## src/rtl/arb_pkg.sv

```systemverilog
// rtl/arb_pkg.sv - shared constants, state encoding and helpers for the 8-way arbiter
//
// Purpose : Shared definitions for req_arbiter_8x3 and rr_prio_enc_8x3.
// Contents: N_REQ    - number of requesters
//           ID_W     - width of a requester index
//           HOLD_W   - width of the tenure (hold) counter
//           arb_state_e - IDLE / GRANT
//           id_to_onehot - index to one-hot grant vector

package arb_pkg;

  localparam int N_REQ  = 8;
  localparam int ID_W   = 3;
  localparam int HOLD_W = 8;

  typedef enum logic {
    IDLE  = 1'b0,
    GRANT = 1'b1
  } arb_state_e;

  function automatic logic [N_REQ-1:0] id_to_onehot(input logic [ID_W-1:0] id);
    logic [N_REQ-1:0] vec;
    vec     = '0;
    vec[id] = 1'b1;
    return vec;
  endfunction

endpackage

```

## src/rtl/rr_prio_enc_8x3.sv

```systemverilog
// rtl/rr_prio_enc_8x3.sv - rotated 8-input priority encoder for round-robin selection
//
// Purpose : Finds the first asserted request searching upward from ptr_i,
//           wrapping 7 -> 0. Purely combinational.
// Ports   : req_i   [7:0] in  - request vector
//           ptr_i   [2:0] in  - highest-priority position
//           idx_o   [2:0] out - index of the selected request (0 when none)
//           valid_o       out - at least one request is asserted

module rr_prio_enc_8x3
  import arb_pkg::*;
(
  input  logic [N_REQ-1:0] req_i,
  input  logic [ID_W-1:0]  ptr_i,
  output logic [ID_W-1:0]  idx_o,
  output logic             valid_o
);

  logic [ID_W-1:0] cand;

  // Scan from the farthest offset down to offset 0 so the last hit,
  // i.e. the one closest to ptr_i, is the one that sticks.
  always_comb begin
    idx_o   = '0;
    valid_o = 1'b0;
    cand    = '0;
    for (int i = N_REQ - 1; i >= 0; i--) begin
      cand = ptr_i + ID_W'(i);
      if (req_i[cand]) begin
        idx_o   = cand;
        valid_o = 1'b1;
      end
    end
  end

endmodule

```

## src/rtl/req_arbiter_8x3.sv

```systemverilog
// rtl/req_arbiter_8x3.sv - 8-requester round-robin arbiter with registered one-hot grant
//
// Purpose : Grants one of eight level requesters at a time. A grant is held
//           for as long as its owner keeps req high; on release the next
//           round-robin winner is granted on the same edge (no idle bubble).
//           Optional macro ARB_TIMEOUT_EN adds an 8-bit hold counter that
//           force-revokes a tenure after MAX_HOLD cycles and pulses timeout.
// Params  : MAX_HOLD (2..256) - tenure limit, only used with ARB_TIMEOUT_EN
// Ports   : clk             in  - rising-edge clock
//           rst_n           in  - asynchronous active-low reset
//           en              in  - arbitration enable, gates new grants only
//           req       [7:0] in  - per-requester level request
//           gnt       [7:0] out - one-hot grant (registered)
//           gnt_id    [2:0] out - index of the granted requester, 0 when idle
//           gnt_valid       out - gnt is non-zero
//           timeout         out - one-cycle pulse on a forced revoke

module req_arbiter_8x3
  import arb_pkg::*;
#(
  parameter int MAX_HOLD = 16
) (
  input  logic             clk,
  input  logic             rst_n,
  input  logic             en,
  input  logic [N_REQ-1:0] req,
  output logic [N_REQ-1:0] gnt,
  output logic [ID_W-1:0]  gnt_id,
  output logic             gnt_valid,
  output logic             timeout
);

  if (MAX_HOLD < 2 || MAX_HOLD > 256) begin : g_bad_max_hold
    $error("req_arbiter_8x3: MAX_HOLD must be within 2..256");
  end

  arb_state_e       state_q;
  logic [N_REQ-1:0] gnt_q;
  logic [ID_W-1:0]  gnt_id_q;
  logic             gnt_valid_q;
  logic [ID_W-1:0]  ptr_q;

  logic [ID_W-1:0]  win_id;
  logic             win_valid;
  logic             owner_req;
  logic             expire;
  logic             arb_now;
  logic             take_grant;

  // In GRANT, ptr_q already sits one past the owner, so a revoked owner that
  // is still requesting naturally lands last in the search order.
  rr_prio_enc_8x3 u_prio_enc (
    .req_i   (req),
    .ptr_i   (ptr_q),
    .idx_o   (win_id),
    .valid_o (win_valid)
  );

`ifdef ARB_TIMEOUT_EN
  localparam logic [HOLD_W-1:0] HOLD_LAST = HOLD_W'(MAX_HOLD - 1);

  logic [HOLD_W-1:0] hold_q;
  logic              timeout_q;

  // hold_q counts completed GRANT cycles; it reads MAX_HOLD-1 during the
  // MAX_HOLD-th cycle of the tenure.
  assign expire  = (state_q == GRANT) && (hold_q == HOLD_LAST);
  assign timeout = timeout_q;
`else
  assign expire  = 1'b0;
  assign timeout = 1'b0;
`endif

  assign owner_req = req[gnt_id_q];

  always_comb begin
    arb_now    = (state_q == IDLE) || !owner_req || expire;
    take_grant = arb_now && en && win_valid;
  end

  always_ff @(posedge clk or negedge rst_n) begin
    if (!rst_n) begin
      state_q     <= IDLE;
      gnt_q       <= '0;
      gnt_id_q    <= '0;
      gnt_valid_q <= 1'b0;
      ptr_q       <= '0;
`ifdef ARB_TIMEOUT_EN
      hold_q      <= '0;
      timeout_q   <= 1'b0;
`endif
    end else begin
`ifdef ARB_TIMEOUT_EN
      // Only a revoke of an owner that still wants the bus counts as forced.
      timeout_q <= expire && owner_req;
`endif
      if (take_grant) begin
        state_q     <= GRANT;
        gnt_q       <= id_to_onehot(win_id);
        gnt_id_q    <= win_id;
        gnt_valid_q <= 1'b1;
        ptr_q       <= win_id + ID_W'(1);
`ifdef ARB_TIMEOUT_EN
        hold_q      <= '0;
`endif
      end else if (arb_now) begin
        state_q     <= IDLE;
        gnt_q       <= '0;
        gnt_id_q    <= '0;
        gnt_valid_q <= 1'b0;
`ifdef ARB_TIMEOUT_EN
        hold_q      <= '0;
`endif
      end else begin
`ifdef ARB_TIMEOUT_EN
        hold_q      <= hold_q + HOLD_W'(1);
`endif
      end
    end
  end

  assign gnt       = gnt_q;
  assign gnt_id    = gnt_id_q;
  assign gnt_valid = gnt_valid_q;

endmodule
```

## config.mk

```make
export PLATFORM = sky130hd
export DESIGN_NAME = req_arbiter_8x3
export DESIGN_NICKNAME = d
export VERILOG_FILES = /design/src/rtl/arb_pkg.sv /design/src/rtl/rr_prio_enc_8x3.sv /design/src/rtl/req_arbiter_8x3.sv
export SDC_FILE = /design/constraint.sdc
export NUM_CORES = 1
export LEC_CHECK = 0
export BUFFER_PORTS_ARGS = -buffer_cell sky130_fd_sc_hd__buf_2
export CORE_UTILIZATION = 60
export CTS_CLUSTER_SIZE = 28
export DETAILED_ROUTE_END_ITERATION = 10
export PLACE_DENSITY = 0.83
export SLEW_MARGIN = 20
export SYNTH_ARGS = -nofsm -noshare
export SYNTH_HDL_FRONTEND = slang
export SYNTH_SLANG_ARGS = --single-unit
```

## constraint.sdc

```tcl
create_clock -name clk -period 10.8 [get_ports clk]
set_clock_uncertainty 0.1 [all_clocks]
set_input_delay 1.62 -clock clk [delete_from_list [all_inputs] [get_ports clk]]
set_output_delay 1.62 -clock clk [all_outputs]
set_load 0.02 [all_outputs]
```

# After elaboration in Yosys (flattened, before gate mapping)
# Cells that the tools add are included.
[totals] reg_bits=15 input_bits=11 output_inout_bits=13 wordCells=72
[classes] add_sub_neg=8 n_lt_le_gt_ge=11 mux=42 bitwise_logic=1 reduce_logical=6
[ops] cell="$lt 3x4->1 const B" n=10
[ops] cell="$mux 3" n=10
[ops] cell="$bmux 1 s3" n=9
[ops] cell="$mux 1" n=20
[ops] cell="$mux 8" n=2
[ops] cell="$add 3x3->3 const B" n=4
[ops] cell="$add 3x1->3 const B" n=2
[ops] cell="$add 3x2->3 const B" n=2
[ops] cell="$demux 1 s3" n=1
[ops] cell="$ge 3x1->1 const B" n=1
[ops] cell="$logic_and 1x1->1" n=3
[ops] cell="$reduce_bool 2->1" n=1
[ops] cell="$logic_not 1->1" n=1
[ops] cell="$logic_or 1x1->1" n=1
[ops] cell="$not 1->1" n=1

# Logic depth before layout (Yosys ltp)
# Gate-level depths: netlist of run 1.
[depth] depth_word=16 ltp_mapped=13 mapped_depth_nobuf=10

# Modules after synthesis
# Synthesis of run 1 repeated with hierarchy kept, for this count alone.
[unflattened] cells_unflattened=161 area_unflattened_um2=1674.1
[by_module_without_submodules] module="req_arbiter_8x3" n_inst=1 cells_each=71 area_per_inst_um2=892.1 seq_area_each_um2=375.4
[by_module_without_submodules] module="rr_prio_enc_8x3" n_inst=1 cells_each=90 area_per_inst_um2=782.0 seq_area_each_um2=0.0

# Worst setup path before layout of run 1
# Ideal clock, no wire load.
[synth_path] path_kind="input to register" from="input port req[4]" to="register ptr_q[2]" setup_ps=80 arrival_time_ps=3711 required_ps=10620 slack_ps=6908 cell_stages=8 path_buffers=0 cell_sequence="mux4_2 -> mux2i_1 -> nand2_2 -> a2111oi_2 -> nor2_1 -> mux2i_4 -> or4_4 -> o211ai_2"
[synth_via] elab_chain_len=11 elab_cells_between_ends=39 classes_between="add/sub (1); mux (34); reduce/logical (4)"
[synth_rtl] item="start, declared" line_no="req_arbiter_8x3.sv:26" rtl="input logic [N_REQ-1:0] req,"
[synth_rtl] item="$bmux 1 s3" line_no="rr_prio_enc_8x3.sv:29" rtl="if (req_i[cand]) begin"
[synth_rtl] item="$mux 1 (not written as such)" line_no="rr_prio_enc_8x3.sv:29"
[synth_rtl] item="$mux 3 / $mux 1 (equally long branches) (8 in a row)" line_no="rr_prio_enc_8x3.sv:29"
[synth_rtl] item="$add 3x1->3 / $logic_and 1x1->1 (equally long branches)" line_no="req_arbiter_8x3.sv:102, req_arbiter_8x3.sv:78"
[synth_rtl] item="end signal, assigned" line_no="req_arbiter_8x3.sv:102" rtl="ptr_q <= win_id + ID_W'(1);"
[synth_rtl] item="end, declared" line_no="req_arbiter_8x3.sv:41" rtl="logic [ID_W-1:0] ptr_q;"
# Several ways; a longest one is shown, not always the timed one. The select of a mux whose other input is x is not followed.
# A chain may end at the register's enable or synchronous reset.

# Worst setup path in the final report of run 1
[layout_path] from="register ptr_q[1]" to="register ptr_q[2]"
[layout_via] elab_chain_len=12 elab_cells_between_ends=41 classes_between="add/sub (8); mux (32); reduce/logical (1)"
[layout_rtl] item="$add 3x3->3" line_no="rr_prio_enc_8x3.sv:28" rtl="cand = ptr_i + ID_W'(i);"
[layout_rtl] item="$bmux 1 s3" line_no="rr_prio_enc_8x3.sv:29"
[layout_rtl] item="$mux 1 (not written as such)" line_no="rr_prio_enc_8x3.sv:29"
[layout_rtl] item="$mux 3 / $mux 1 (equally long branches) (8 in a row)" line_no="rr_prio_enc_8x3.sv:29"
[layout_rtl] item="$add 3x1->3 / $logic_and 1x1->1 (equally long branches)" line_no="req_arbiter_8x3.sv:102, req_arbiter_8x3.sv:78"
# Several ways; a longest one is shown, not always the timed one. The select of a mux whose other input is x is not followed.

==> metrics.txt, run 1 <==
Worst Setup End Kind=flip-flop; min Tclk post-route=4.14 ns; Setup Crit Path Kind=flip-flop to flip-flop; number of enable flip-flop cells after synthesis=0; drt drc=0; Post-Syn Area per Cell=10.2 µm²; total CTS buffers=3; multi-input logic area=between 1000 and 1500 µm²; Post-CTS Setup Repair Bufs=0; CP peak stage delay=about 0.7 ns; post_cts resized=0; FP Rows=18; Top cell by count, worst path=mux2i_4; Detailed Place HPWL=2.65 mm; # hold bufs at CTS=0; sequential share of the synthesized area=0.235; setup TNS=0 ns; worst hold path startpoint=gnt[3]$_DFFE_PN0P_; vias=about 1.4k; die width=53.6 µm; Slew Limit Fails=0; RePlAce Congestion=0.900; Initial Util=0.639; launch point of the worst reg-to-reg path=ptr_q[1]$_DFFE_PN0P_; #FFs+latches synth=15; R2R setup slack=about 6.7 ns; share of cells above drive strength 1=0.291; RSZ-0062 raised after global routing=false; synth unique cells=52; Total Routing Usage GR=0.289; wire length of the first global-routing pass=6.02 mm; CP cell instances=clkinv_1 -> ha_1 -> mux4_2 -> mux2i_4 -> nand2_2 -> a2111oi_2 -> nor2_1 -> mux2i_4 -> or4_4 -> o211ai_2; Syn Inst Count=157; die area=roughly 2900 µm²; WP depth=10; placed instance area=1660 µm²; Buffers & Inverters on Critical Path=1; Syn Std Cell Area=between 1500 and 2000 µm²; antenna violations before repair=0; Main synth FF type=dfrtp_1; Synthesized Nets=170; Area growth, synth to finish=5.72%; Min-Delay Path Depth=2; Critical Path Source Type=flip-flop; max-cap viol count=0; Worst path slowest cell=dfrtp_1; CTS sink count=15; # setup viols final=0; Antenna diodes=0; CTS tree=yes; FF+latch area=375 µm²; clock root cell=clkbuf_4; via-per-instance ratio=6.78; Synth warnings=0; largest fanout on the critical path=13; CP top delay family=multiplexers; Longest Clk Path Bufs=2; port buffer count=22; core area=~2500 µm²; I/O pins=24; final wirelength=3.59 mm; worst hold-check path type=flip-flop to flip-flop; outcome=finished clean; Hold Fails Final Rpt=0; nets=186; Routed Antenna Nets=0; vias in the first global route=1265; Avg WL per Cell=between 15 and 20 µm; Async SR Flop Fraction=1.00; H-tree depth=1; fmax=between 0.2 and 0.25 GHz; Slew @ Worst Pin=0.851 ns; arrival time worst endpoint=4.25 ns; fillcell total=197; r2r endpoint=ptr_q[2]$_DFFE_PN0P_; crit share post-route=0.383; R2R depth=10; critical path required time=10.91 ns; hold-critical path endpoint=gnt[3]$_DFFE_PN0P_; die height=53.6 µm; largest net degree at the start of global routing=20; TritonRoute pass-1 iters=4; post-route cell area=1690 µm²; starting DRC count in detailed routing=60; CTS clk-pin slew, worst paths=about 0.08 ns; later-pin clock latency in the skew report=0.28 ns; Slew Limit Headroom=0.432; GRT overflow=0
==> how the worst max path moves through the flow <==
stage,startpoint,to,slack [ns]
after floorplan,req[4],ptr_q[2]$_DFFE_PN0P_,6.91
after global placement,req[4],ptr_q[2]$_DFFE_PN0P_,6.59
after detailed placement,req[0],gnt[1]$_DFFE_PN0P_,6.56
after CTS,ptr_q[1]$_DFFE_PN0P_,ptr_q[2]$_DFFE_PN0P_,6.69
after global routing,ptr_q[1]$_DFFE_PN0P_,ptr_q[2]$_DFFE_PN0P_,6.40
final,ptr_q[1]$_DFFE_PN0P_,ptr_q[2]$_DFFE_PN0P_,6.66
==> cell usage after synthesis, types with 4 or more instances <==
library cell	count	share of area
mux4_2	11	0.16
buf_6	4	0.028
nor2_1	13	0.031
a21oi_1	9	0.028
nand3_1	5	0.016
mux2i_1	10	0.063
nand2_1	13	0.031
a32o_1	6	0.038
dfrtp_1	15	0.24
o21ai_0	5	0.016
inv_1	5	0.012
==> logic make-up after synthesis <==
kind of cell,count (synthesis),synth area share
compound gates,42,0.210
flops,15,0.235
mux,28,0.300
simple gates,46,0.144
buf+inv,19,0.0705
other cells,1,0.00235
fa+ha+maj,2,0.0157
xor+xnor,4,0.0219
==> cell usage in the layout (no fill, tap or decap), drive strengths merged, types with 2 or more instances in the layout <==
cell type   n
mux2        3
xnor2       3
o21ai       7
o22ai       3
ha          2
dfrtp      15
o211ai      2
nand2      14
a221oi      2
a32oi       2
inv         7
mux4       13
clkbuf      4
a32o        6
a21oi      10
a2111oi     2
nor2b       2
and2        2
a21o        2
nand3       5
buf        22
nor3        2
nor2       13
mux2i      12
==> routing by layer <==
metal | track usage | vias to the layer above | share of wire
met4 | 0.0526 | 0 | 0.010
li1 | - | 646 | -
met2 | 0.465 | 37 | 0.49
met5 | 0 | - | 0
met3 | 0.0621 | 4 | 0.047
met1 | 0.406 | 683 | 0.45
==> stage by stage <==
stage / setup WS (ns) / util / hold slack (ns) / instances
2_1_floorplan: 6.91 / - / 0.491 / 157
3_3_place_gp: 6.59 / 0.665 / 0.365 / 198
3_5_place_dp: 6.56 / 0.665 / 0.371 / 198
4_1_cts: 6.69 / 0.675 / 0.391 / 202
5_1_grt: 6.40 / 0.675 / 0.421 / 202
6_report: 6.66 / 0.675 / 0.387 / 202
==> worst register-to-register path, stage by stage (launching register included) <==
cell and delay [ns]:
dfrtp_1 0.70, clkinv_1 0.41, ha_1 0.68, mux4_2 0.49
mux2i_4 0.24, nand2_2 0.12, a2111oi_2 0.35, nor2_1 0.14
mux2i_4 0.23, or4_4 0.56, o211ai_2 0.07
==> flip-flops by register name, indices dropped and copies added, names as in the netlist <==
register	count
gnt	8
gnt_id	3
gnt_valid	1
ptr_q	3
==> final cells by class <==
| type | instances | share of cell area |
|---|---|---|
| clock buffer | 4 | 0.0156 |
| sequential | 15 | 0.222 |
| tap | 30 | 0.0222 |
| inverter | 8 | 0.0178 |
| timing repair buffer | 22 | 0.0652 |
| multi-input combinational | 123 | 0.657 |
Power of run 1 is left out: the tool's default activity adds up to more than one toggle a clock period on the data nets, which glitch-free logic cannot reach.
==> run 2, diff against run 1 <==
--- a/config.mk
+++ b/config.mk
@@ -6,10 +6,10 @@
 export NUM_CORES = 1
 export LEC_CHECK = 0
 export BUFFER_PORTS_ARGS = -buffer_cell sky130_fd_sc_hd__buf_2
-export CORE_UTILIZATION = 60
+export CORE_UTILIZATION = 52
 export CTS_CLUSTER_SIZE = 28
 export DETAILED_ROUTE_END_ITERATION = 10
-export PLACE_DENSITY = 0.83
+export PLACE_DENSITY = 0.77
 export SLEW_MARGIN = 20
 export SYNTH_ARGS = -nofsm -noshare
 export SYNTH_HDL_FRONTEND = slang
==> constraint.sdc (replaced) <==
create_clock -name clk -period 3.3 [get_ports clk]
set_clock_uncertainty 0.1 [all_clocks]
set_input_delay 0.495 -clock clk [delete_from_list [all_inputs] [get_ports clk]]
set_output_delay 0.495 -clock clk [all_outputs]
set_load 0.02 [all_outputs]
==> run 2 against run 1 <==
Design area is 8.5% higher. Wire length up 8.7%. Via count rose by 8.8%. Sequential share of layout area fell by 1.7 points. Die area is 15% higher. Critical endpoint unchanged.
==> metrics.txt, run 2 (synthesis results as in run 1) <==
Final Util=0.647; wire length of the first global-routing pass=6.13 mm; CTS tree=yes; Hold Fails Final Rpt=0; Critical Path Source Type=flip-flop; min Tclk post-route=approximately 3.1 ns; Setup Crit Path Kind=flip-flop to flip-flop; starting DRC count in detailed routing=109; Largest register FFs=8; most common cell after layout, fill and taps aside=buf_2; CP cell instances=inv_1 -> ha_2 -> mux4_2 -> mux2i_4 -> nand2_2 -> a2111oi_2 -> nor2_1 -> mux2i_4 -> or4_4 -> o211ai_2; die height=57.4 µm; R2R setup slack=0.16 ns; vias=1491; CTS sink count=15; critical path required time=3.42 ns; crit share post-route=0.950; largest fanout on the critical path=7; clock root cell=clkbuf_4; # setup viols final=0; most frequent cells in the layout=22 x buf_2, 15 x dfrtp_1, 13 x nor2_1, 13 x nand2_1, 13 x buf_4; Area growth, synth to finish=14.7%; placed instance area=1760 µm²; die area=3300 µm²; Worst Setup End Kind=flip-flop; vias in the first global route=1316; R2R depth=10; placed instance count=210; Slew Limit Headroom=0.429; GRT overflow=0; Avg WL per Cell=between 15 and 20 µm; Initial Util=0.564; share of cells above drive strength 1=0.369; Non-Filler Instances=~220; Detailed Place HPWL=around 2.9 mm; total CTS buffers=3; CP peak stage delay=0.54 ns; TritonRoute pass-1 iters=4; worst hold path startpoint=gnt[4]$_DFFE_PN0P_; CP top delay family=multiplexers; later-pin clock latency in the skew report=0.29 ns; antenna violations before repair=0; outcome=finished clean; port buffer count=22; Total Routing Usage GR=0.239; Top cell by count, worst path=mux2i_4; worst hold-check path type=flip-flop to flip-flop; fillcell total=about 220; max-cap viol count=0; Slew @ Worst Pin=0.854 ns; via-per-instance ratio=between 6 and 7; Routed Antenna Nets=0; fmax=0.319 GHz; FP Rows=19; CTS clk-pin slew, worst paths=0.09 ns; Buffers & Inverters on Critical Path=1; Min-Delay Path Depth=1; I/O pins=24; H-tree depth=1; Slew Limit Fails=0; arrival time worst endpoint=roughly 3.3 ns; WP depth=10; drt drc=0; final wirelength=3.90 mm; post-route cell area=1830 µm²; hold-critical path endpoint=gnt[4]$_DFFE_PN0P_; Worst path slowest cell=or4_4; die width=about 57 µm; RePlAce Congestion=0.929; core area=between 2000 and 3000 µm²; r2r endpoint=ptr_q[2]$_DFFE_PN0P_; nets=between 200 and 250; Antenna diodes=0; launch point of the worst reg-to-reg path=ptr_q[0]$_DFFE_PN0P_; largest net degree at the start of global routing=16; Longest Clk Path Bufs=2
-- run 2: cell types whose count changed in the layout (fill, tap and decap cells not counted), moves of 2 or more --
cell and delta:
ha_2 +2, ha_1 -2, buf_4 +13, clkinv_2 +2
-- run 2: how the worst max path moves through the flow --
stage / startpoint / to / slack [ns]
floorplan: ptr_q[0]$_DFFE_PN0P_ / ptr_q[2]$_DFFE_PN0P_ / 0.03
finish: ptr_q[0]$_DFFE_PN0P_ / ptr_q[2]$_DFFE_PN0P_ / 0.16
global placement: ptr_q[0]$_DFFE_PN0P_ / ptr_q[2]$_DFFE_PN0P_ / 0.18
global route: ptr_q[0]$_DFFE_PN0P_ / ptr_q[2]$_DFFE_PN0P_ / -0.007
CTS: ptr_q[0]$_DFFE_PN0P_ / ptr_q[2]$_DFFE_PN0P_ / 0.08
detailed placement: ptr_q[0]$_DFFE_PN0P_ / ptr_q[2]$_DFFE_PN0P_ / 0.10
-- run 2: area by class of cell --
type	instances	area (µm²)	area share
tap	31	38.8	0.0212
multi-input combinational	123	1120	0.612
sequential	15	375	0.205
clock buffer	3	22.5	0.0123
inverter	8	31.3	0.0171
timing repair buffer	37	238	0.130
clock inverter	1	5.00	0.00273
-- run 2: worst reg2reg max path, cell delays in order, from the launching register on --
cell       delay (ns)
dfrtp_1          0.39
inv_1            0.10
ha_2             0.42
mux4_2           0.40
mux2i_4          0.23
nand2_2          0.11
a2111oi_2        0.33
nor2_1           0.13
mux2i_4          0.22
or4_4            0.54
o211ai_2         0.07
-- run 2: per-layer routing --
metal  share of wire  global-route usage
met1            0.42               0.340
met2            0.48               0.384
met3           0.085              0.0476
met4           0.016              0.0453
met5               0                   0
-- run 2: stage by stage --
stage / hold WS (ns) / TNS (ns) / setup WS, ns
global route: 0.405 / -0.00711 / -0.00711
floorplan: 0.0994 / 0 / 0.0267
detailed placement: 0.312 / 0 / 0.105
global placement: 0.303 / 0 / 0.182
finish: 0.396 / 0 / 0.164
CTS: 0.396 / 0 / 0.0842
-- run 2: repair_timing --
action	4_1_cts	5_1_grt
resized for setup	0	4
endpoints found under the setup margin	0	8
buffers inserted	0	3
endpoints found under the hold margin	15	0
hold buffers	1	0
Power of run 2 is left out for the same reason.
==> run 3, diff against run 2 <==
--- a/config.mk
+++ b/config.mk
@@ -9,8 +9,10 @@
 export CORE_UTILIZATION = 52
 export CTS_CLUSTER_SIZE = 28
 export DETAILED_ROUTE_END_ITERATION = 10
-export PLACE_DENSITY = 0.77
+export PLACE_DENSITY = 0.76
 export SLEW_MARGIN = 20
 export SYNTH_ARGS = -nofsm -noshare
 export SYNTH_HDL_FRONTEND = slang
+export SYNTH_HIERARCHICAL = 1
 export SYNTH_SLANG_ARGS = --single-unit
+export TNS_END_PERCENT = 30
==> run 3 against run 2 <==
Register-to-register slack worse by 0.08 ns. Synthesized area up 4.9%. Count of clock-buffer cells in the layout stayed put. First-iteration DRC count is 13% higher. Sequential share of layout area down 0.74 points. Global-route usage is 0.73 points higher. Critical path type unchanged. Utilization is 2.5 points lower. Hold slack improved by 0.017 ns. Via count up 0.87%. Maximum frequency decreased by 2.6%. Worst setup slack worse by 0.082 ns. Highest routed layer unchanged.
==> metrics.txt, run 3 <==
Syn Std Cell Area=around 1700 µm²; Avg WL per Cell=17.2 µm; clock root cell=clkbuf_4; Synthesized Nets=approximately 180; TritonRoute pass-1 iters=4; setup TNS=0 ns; CTS sink count=15; FF+latch area=375 µm²; Critical Path Source Type=flip-flop; min Tclk post-route=3.22 ns; Initial Util=0.548; Total Routing Usage GR=0.246; placed instance area=1840 µm²; CTS clk-pin slew, worst paths=~0.10 ns; starting DRC count in detailed routing=123; max-cap viol count=0; vias=1504; Longest Clk Path Bufs=2; multi-input logic area=1210 µm²; Routed Antenna Nets=0; Worst Setup End Kind=flip-flop; vias in the first global route=1382; Hold Fails Final Rpt=0; nets=205; Syn Inst Count=161; largest net degree at the start of global routing=19; FP Rows=20; most frequent cells in the layout=22 x buf_2, 15 x dfrtp_1, 11 x nand2_1, 11 x buf_4, 10 x mux2_4; number of enable flip-flop cells after synthesis=0; worst hold-check path type=flip-flop to flip-flop; top-count cell post-synth=dfrtp_1; Post-Syn Area per Cell=10.4 µm²; total CTS buffers=3; Detailed Place HPWL=2.93 mm; Synth area leader=dfrtp_1; wire length of the first global-routing pass=6.56 mm; die area=3450 µm²; hold slack=0.413 ns; Largest register FFs=8; later-pin clock latency in the skew report=slightly below 0.3 ns; RSZ-0062 raised after global routing=true; Antenna diodes=0; die width=58.7 µm; final wirelength=4.03 mm; core area=3050 µm²; crit share post-route=0.975; Area growth, synth to finish=13.5%; H-tree depth=1; synth unique cells=53; Slew Limit Fails=0; #FFs+latches synth=15; outcome=finished clean; most frequent cells after synthesis=15 x dfrtp_1, 12 x nand2_1, 10 x mux2_4; share of cells above drive strength 1=0.363; Yosys top cell area share=0.224; Async SR Flop Fraction=1.00; # setup viols final=0; CTS tree=yes; GRT overflow=0; port buffer count=22; antenna violations before repair=0; post-route cell area=1900 µm²; fillcell total=261; die height=approximately 59 µm; Synth area leaders=dfrtp_1 22%, mux4_2 9.4%, mux2_4 9.0%; most common cell after layout, fill and taps aside=buf_2; drt drc=0; largest fanout on the critical path=10; arrival time worst endpoint=3.31 ns; via-per-instance ratio=6.43; RePlAce Congestion=around 0.95; I/O pins=24; fmax=0.311 GHz; Synth warnings=6; Setup Crit Path Kind=flip-flop to flip-flop; Main synth FF type=dfrtp_1; critical path required time=between 3 and 4 ns; sequential share of the synthesized area=0.224
## run 3: cells by family after synthesis
logic type / Yosys count / share of synthesized area
XOR/XNOR: 4 / 0.0209
flip-flops: 15 / 0.224
AND/OR/NAND/NOR: 49 / 0.161
multiplexers: 32 / 0.327
buffers and inverters: 15 / 0.0568
other: 1 / 0.00224
adder cells (fa/ha/maj): 3 / 0.0224
AO/OA/AOI/OAI: 42 / 0.185
## run 3: worst paths after layout
check,startpoint,to,cells past startpoint,slack [ns]
setup / recovery,ptr_q[1]$_DFFE_PN0P_,ptr_q[2]$_DFFE_PN0P_,11,0.08
hold / removal,gnt[7]$_DFFE_PN0P_,gnt[7]$_DFFE_PN0P_,1,0.41
setup reg to reg,ptr_q[1]$_DFFE_PN0P_,ptr_q[2]$_DFFE_PN0P_,11,0.08
hold reg to reg,gnt[7]$_DFFE_PN0P_,gnt[7]$_DFFE_PN0P_,1,0.41
max in group asynchronous,rst_n,gnt[0]$_DFFE_PN0P_,2,2.31
min in group asynchronous,rst_n,gnt[5]$_DFFE_PN0P_,2,0.53
## run 3: per-layer routing
layer / vias to the layer above / wire (µm) / global-route usage
li1: 695 / - / -
met1: 728 / 1620 / 0.321
met2: 68 / 2130 / 0.424
met3: 13 / 189 / 0.0154
met4: 0 / 91 / 0.105
met5: - / 0 / 0
## run 3: what timing repair did
action,in CTS,in global routing
gates resized for setup,0,5
endpoints found under the setup margin,0,7
hold endpoints to repair,15,0
buffers inserted,0,2
hold buffers,1,0
## run 3: final cells by class
type | instances | area share
clock buffer | 3 | 0.0119
timing repair buffer | 34 | 0.107
inverter | 6 | 0.0132
tap | 44 | 0.0290
multi-input combinational | 131 | 0.639
clock inverter | 1 | 0.00264
sequential | 15 | 0.198
## run 3: worst max-delay path, stage by stage, from the launching register on
cell and delay [ns]:
dfrtp_1 0.40, inv_4 0.07, ha_1 0.37, mux4_2 0.41, mux2_4 0.32, o21ai_2 0.14, a31oi_1 0.09, o21bai_1 0.16
mux2_2 0.44, ha_1 0.24, xor2_1 0.14, o31a_1 0.23
## run 3: metrics by stage
step                setup WS, ns   util  instances
finish                    0.0820  0.622        234
global route             -0.0276  0.622        234
detailed placement        0.0807  0.602        227
CTS                       0.0628  0.614        232
global placement           0.165  0.602        227
floorplan                 0.0198      -        161
Power of run 3 is left out for the same reason.
